--- src/rtl/ps2_key_pkg.sv ---
// Shared constants and types for the PS/2 key FIFO.
package ps2_key_pkg;

  localparam int DEFAULT_DEPTH = 16;

  localparam logic [7:0] LEFT_SHIFT_CODE  = 8'h12;
  localparam logic [7:0] RIGHT_SHIFT_CODE = 8'h59;

  // One stored key: shift state at capture time plus the scan code.
  typedef struct packed {
    logic       shift;
    logic [7:0] code;
  } key_entry_t;

endpackage

--- src/rtl/ps2_key_storage.sv ---
// DEPTH x 9 register array: one synchronous write port, one async read port.
// Contents are deliberately not reset; occupancy is tracked by the parent.
module ps2_key_storage
  import ps2_key_pkg::*;
#(
  parameter int DEPTH = DEFAULT_DEPTH,
  parameter int AW    = $clog2(DEPTH)
) (
  input  logic          i_clk,
  input  logic          i_we,
  input  logic [AW-1:0] i_waddr,
  input  key_entry_t    i_wdata,
  input  logic [AW-1:0] i_raddr,
  output key_entry_t    o_rdata
);

  key_entry_t r_mem [DEPTH];

  // Write the entry at the write pointer when a push is accepted.
  always_ff @(posedge i_clk) begin
    if (i_we) r_mem[i_waddr] <= i_wdata;
  end

  assign o_rdata = r_mem[i_raddr];

endmodule

--- src/rtl/ps2_key_fifo.sv ---
// First-word-fall-through FIFO of PS/2 make codes.
// Optional feature: define SHIFT_TRACK_EN to absorb the left/right shift
// make codes into a shift_status bit stored with every following key.
// DEPTH must be a power of two in 2..64 so pointers wrap naturally.
module ps2_key_fifo
  import ps2_key_pkg::*;
#(
  parameter int DEPTH = DEFAULT_DEPTH
) (
  input  logic                     Clock_50,
  input  logic                     Resetn,
  input  logic [7:0]               PS2_code,
  input  logic                     PS2_code_ready,
  input  logic                     PS2_make_code,
  input  logic                     Clear,
  output logic [8:0]               Key_data,
  output logic                     Key_valid,
  input  logic                     Key_ready,
  output logic [$clog2(DEPTH):0]   Key_count,
  output logic                     Fifo_full,
  output logic                     Overflow
);

  localparam int AW = $clog2(DEPTH);
  localparam logic [AW:0] FULL_CNT = (AW+1)'(DEPTH);

  logic          r_code_ready_d;
  logic          r_armed;
  logic [AW-1:0] r_wr_ptr;
  logic [AW-1:0] r_rd_ptr;
  logic [AW:0]   r_count;
  logic          r_overflow;
  logic          r_shift;
  logic [8:0]    r_last;

  logic       w_capture;
  logic       w_push_req;
  logic       w_push;
  logic       w_pop;
  logic       w_drop;
  logic       w_empty;
  logic       w_full;
  logic       w_set_shift;
  logic       w_clr_shift;
  key_entry_t w_wdata;
  key_entry_t w_rdata;

  // r_armed blocks a level that was already high across reset from being
  // mistaken for a fresh edge; it arms once the level is seen low.
  assign w_capture = PS2_code_ready & ~r_code_ready_d & r_armed & PS2_make_code;

`ifdef SHIFT_TRACK_EN
  assign w_set_shift = w_capture & (PS2_code == LEFT_SHIFT_CODE);
  assign w_clr_shift = w_capture & (PS2_code == RIGHT_SHIFT_CODE);
  assign w_push_req  = w_capture & ~w_set_shift & ~w_clr_shift;
`else
  assign w_set_shift = 1'b0;
  assign w_clr_shift = 1'b0;
  assign w_push_req  = w_capture;
`endif

  assign w_empty = (r_count == '0);
  assign w_full  = (r_count == FULL_CNT);
  assign w_pop   = ~w_empty & Key_ready;
  // A full FIFO still accepts a push when the head leaves in the same cycle.
  assign w_push  = w_push_req & (~w_full | w_pop);
  assign w_drop  = w_push_req & w_full & ~w_pop;

  assign w_wdata.shift = r_shift;
  assign w_wdata.code  = PS2_code;

  ps2_key_storage #(.DEPTH(DEPTH), .AW(AW)) u_storage (
    .i_clk   (Clock_50),
    .i_we    (w_push & ~Clear),
    .i_waddr (r_wr_ptr),
    .i_wdata (w_wdata),
    .i_raddr (r_rd_ptr),
    .o_rdata (w_rdata)
  );

  // Edge-detect state: registered level plus the post-reset arming bit.
  always_ff @(posedge Clock_50) begin
    if (!Resetn) begin
      r_code_ready_d <= 1'b0;
      r_armed        <= ~PS2_code_ready;
    end else begin
      r_code_ready_d <= PS2_code_ready;
      r_armed        <= r_armed | ~PS2_code_ready;
    end
  end

  // Pointers, occupancy, sticky overflow and shift status; Clear wins.
  always_ff @(posedge Clock_50) begin
    if (!Resetn || Clear) begin
      r_wr_ptr   <= '0;
      r_rd_ptr   <= '0;
      r_count    <= '0;
      r_overflow <= 1'b0;
      r_shift    <= 1'b0;
    end else begin
      if (w_push) r_wr_ptr <= r_wr_ptr + 1'b1;
      if (w_pop)  r_rd_ptr <= r_rd_ptr + 1'b1;
      case ({w_push, w_pop})
        2'b10:   r_count <= r_count + 1'b1;
        2'b01:   r_count <= r_count - 1'b1;
        default: r_count <= r_count;
      endcase
      if (w_drop)      r_overflow <= 1'b1;
      if (w_set_shift) r_shift    <= 1'b1;
      if (w_clr_shift) r_shift    <= 1'b0;
    end
  end

  // Remember the last presented head so Key_data holds while empty.
  always_ff @(posedge Clock_50) begin
    if (!Resetn)        r_last <= 9'h000;
    else if (!w_empty)  r_last <= w_rdata;
  end

  assign Key_valid = ~w_empty;
  assign Key_data  = w_empty ? r_last : w_rdata;
  assign Key_count = r_count;
  assign Fifo_full = w_full;
  assign Overflow  = r_overflow;

endmodule

--- config.mk ---
export PLATFORM = sky130hd
export DESIGN_NAME = ps2_key_fifo
export DESIGN_NICKNAME = d
export VERILOG_FILES = /design/src/rtl/ps2_key_pkg.sv /design/src/rtl/ps2_key_storage.sv /design/src/rtl/ps2_key_fifo.sv
export SDC_FILE = /design/constraint.sdc
export NUM_CORES = 1
export LEC_CHECK = 0
export ABC_AREA = 1
export BUFFER_PORTS_ARGS = -buffer_cell sky130_fd_sc_hd__buf_4
export CORE_ASPECT_RATIO = 0.6
export CORE_MARGIN = 3
export CORE_UTILIZATION = 40
export CTS_CLUSTER_SIZE = 30
export DETAILED_ROUTE_END_ITERATION = 12
export GPL_TIMING_DRIVEN = 0
export PLACE_DENSITY_LB_ADDON = 0.05
export SETUP_SLACK_MARGIN = 0.1
export SLEW_MARGIN = 5
export SYNTH_ARGS = -nofsm -noshare
export SYNTH_HDL_FRONTEND = slang
export SYNTH_SLANG_ARGS = --single-unit
--- constraint.sdc ---
create_clock -name Clock_50 -period 2.8 [get_ports Clock_50]
set_input_delay 0.84 -clock Clock_50 [delete_from_list [all_inputs] [get_ports Clock_50]]
set_output_delay 0.84 -clock Clock_50 [all_outputs]
set_load 0.02 [all_outputs]
==> metrics.txt <==
Die X=175 um; Tcrit/Tclk final=99.1%; ANT nets after route=0; VDD IR max=0.000379 V; crit-path max FO=10; DR vias/cell=4.90; pin count of the biggest net entering global routing=17; worst reg2reg path depth=6; max-slew violation count=0; final wirelength=18,600 um; Post-route DRC=0; final net count=773; Worst Setup Start Kind=register; CTS H-tree depth=4; Routed WL per cell=18.8 um; Pwr Density=670 nW/um^2; all-layer global routing usage=20.1%; final core occ=52.0%; status=finished, final reports clean; I/O Buffers=30; CTS Sinks=157; Clock transition at path regs=0.07 ns; CP cell instances=clkbuf_16, buf_12, nand2_1, nand3_1, nand3_1, nand3_1, nand3_2, nand2_2, inv_2, buf_6; Clock Tree Buf Depth=2; final worst slack=0.0266 ns; Critical Path RT=1.96 ns; # fillers=1,500; worst reg2reg endpoint=u_storage.r_mem[6][0]; most frequent CP cell=nand3_1; vias in the first global route=4,500; CP delay by family, top=simple AND/OR/NAND/NOR gates; Static Leak=0.00357 uW; Final Hold Vio Count=0; GP Congestion=0.941; dpl ws=-0.159 ns; worst reg2reg startpoint=r_armed; Hold Path Class=register to register; Mean Syn Cell Area=9.85 sq um; RSZ-0062 raised after global routing=true; CTS tree=yes; crit path DAT=1.93 ns; Post-Layout Inst Area=8570 sq um; proportion of layout cells with a drive suffix above 1=24.9%; CP peak stage delay=0.44 ns; Setup CP Type=register to output pin; syn nets=716; placed instance area=7340 sq um; I/O pins=31; post-synthesis sequential area ratio=64.8%; Worst Tran Pin Value=1.04 ns; Setup violations, final=0; post-synth cell types=28; DIE AREA=18,700 sq um; Worst setup endpoint=Key_data[3]; Synth Register Bits=157; Gate Count Post-Synth=693; critical path depth=10; Core ar.=16,500 sq um; YS warnings=0; initial core utilization=41.4%; Max Fclk=361 MHz; initial antenna violation count=1; via count=4,853; grt ovf=0; first-pass GRT wire length=27,200 um; crit path capture type=output pin; # diodes=0; clk root buf=clkbuf_16; cell row count=36; CTS Buf Count=17; placed wire-length estimate=12,800 um; latest clock arrival within the worst-skew pair=0.42 ns; DR pass1 iterations=5; Syn Std Cell Area=6830 sq um; Final min period=2.77 ns; Worst path slowest cell=dfxtp_4; WP buf/inv=4; Max transition margin=30.2%; MaxCap Viol Count=0; Layout area overhead=25.6%; die height=107 um; FF-to-FF setup slack=0.43 ns; Setup Skew=0.00943 ns; DR iter-0 viols=442
[worst min-delay path by stage]
stage | startpoint | endpoint | slack [ns] | cells past startpoint
finish | r_last[8] | r_last[8] | 0.44 | 2
global route | r_last[8] | r_last[8] | 0.47 | 2
CTS | r_last[8] | r_last[8] | 0.45 | 2
detailed placement | r_last[8] | r_last[8] | 0.44 | 2
global placement | r_last[8] | r_last[8] | 0.43 | 2
floorplan | r_last[8] | r_last[8] | 0.42 | 2
[power breakdown]
part,internal [uW],total [uW],leakage [uW],switching (uW)
Clock,1420,2410,0.000291,989
Sequential,2560,2580,0.00139,19.3
Combinational,311,764,0.00189,453
[state kept, by name, summed over array words and instances (netlist names), named ones only]
name,flops
Overflow,1
r_last,9
u_storage.r_mem,128
r_wr_ptr,4
r_armed,1
Key_count,5
r_code_ready_d,1
r_rd_ptr,4
[per-stage QoR]
step / setup TNS, ns / cells / hold WS, ns / total power, uW
detailed placement: -7.20 / 951 / 0.437 / 3240
finish: 0 / 991 / 0.444 / 5750
global route: -0.161 / 991 / 0.468 / 5930
floorplan: 0 / 693 / 0.421 / 2990
global placement: -5.13 / 951 / 0.433 / 3230
CTS: 0 / 983 / 0.448 / 5660
[synthesized netlist by cell type]
library cell	instances	area, sq um
a21oi_1	10	50.1
a21oi_2	1	8.76
a31oi_1	1	6.26
buf_1	1	3.75
buf_2	17	85.1
buf_4	2	15.0
buf_6	5	56.3
clkbuf_1	2	7.51
clkbuf_2	1	5.00
dfxtp_1	29	581
edfxtp_1	128	3840
fa_1	1	20.0
ha_1	8	100
inv_1	92	345
inv_2	7	26.3
nand2_1	217	815
nand2_2	5	31.3
nand2_4	1	11.3
nand3_1	99	495
nor2_1	38	143
nor2_2	2	12.5
nor2_4	1	11.3
nor3_1	1	5.00
nor3_2	1	10.0
o21ai_0	11	55.1
or2_2	8	50.1
xnor2_1	2	17.5
xor2_1	2	17.5
[layout make-up]
class	count	area (sq um)	share of cell area (%)
plain buffers	28	317	3.69
clock buffers	17	425	4.96
clock inverters	15	188	2.19
inverters	99	379	4.42
multi-input cells	409	2140	24.9
flip-flops and latches	157	4430	51.7
well taps	228	285	3.33
repair buffers	38	413	4.82
[repair_timing]
item,4_1_cts,5_1_grt
gates resized for setup,77,48
buffers inserted,0,2
endpoints found under the setup margin,8,11
hold buffers,0,0
cloned,0,6
pin swaps,3,25
[tightest hold or removal path, stage by stage (launching register included)]
cell and delay (ns):
dfxtp_1 0.30, inv_1 0.06, nor3_1 0.04
[cells in the final DEF (no fill, tap or decap), types with 12 or more instances in the layout]
master / count
nand2_1: 199
dfxtp_1: 26
edfxtp_1: 128
nand2_2: 22
buf_6: 14
nand3_2: 37
nor2_1: 36
buf_4: 32
clkbuf_16: 23
inv_2: 12
inv_1: 86
nand3_1: 59
[logic make-up (layout without fill, tap and decap cells)]
kind of cell / count (synthesis) / after routing / synth area share, %
DFF: 157 / 157 / 64.8
and+or+nand+nor: 373 / 373 / 23.2
buffers and inverters: 127 / 197 / 7.97
adders and majority gates: 9 / 9 / 1.76
xor gates and xnor gates: 4 / 4 / 0.513
AOI/OAI and AO/OA: 23 / 23 / 1.76
[routing by layer]
layer,up-vias,global-route usage (%),wire (um),part of all wire [%]
met4,2,5.35,193,1.0
met5,-,0,10,0.054
li1,2350,-,-,-
met2,134,27.2,7520,40
met3,20,6.12,1340,7.2
met1,2347,31.0,9540,51
(Power assumes the default switching activity.)
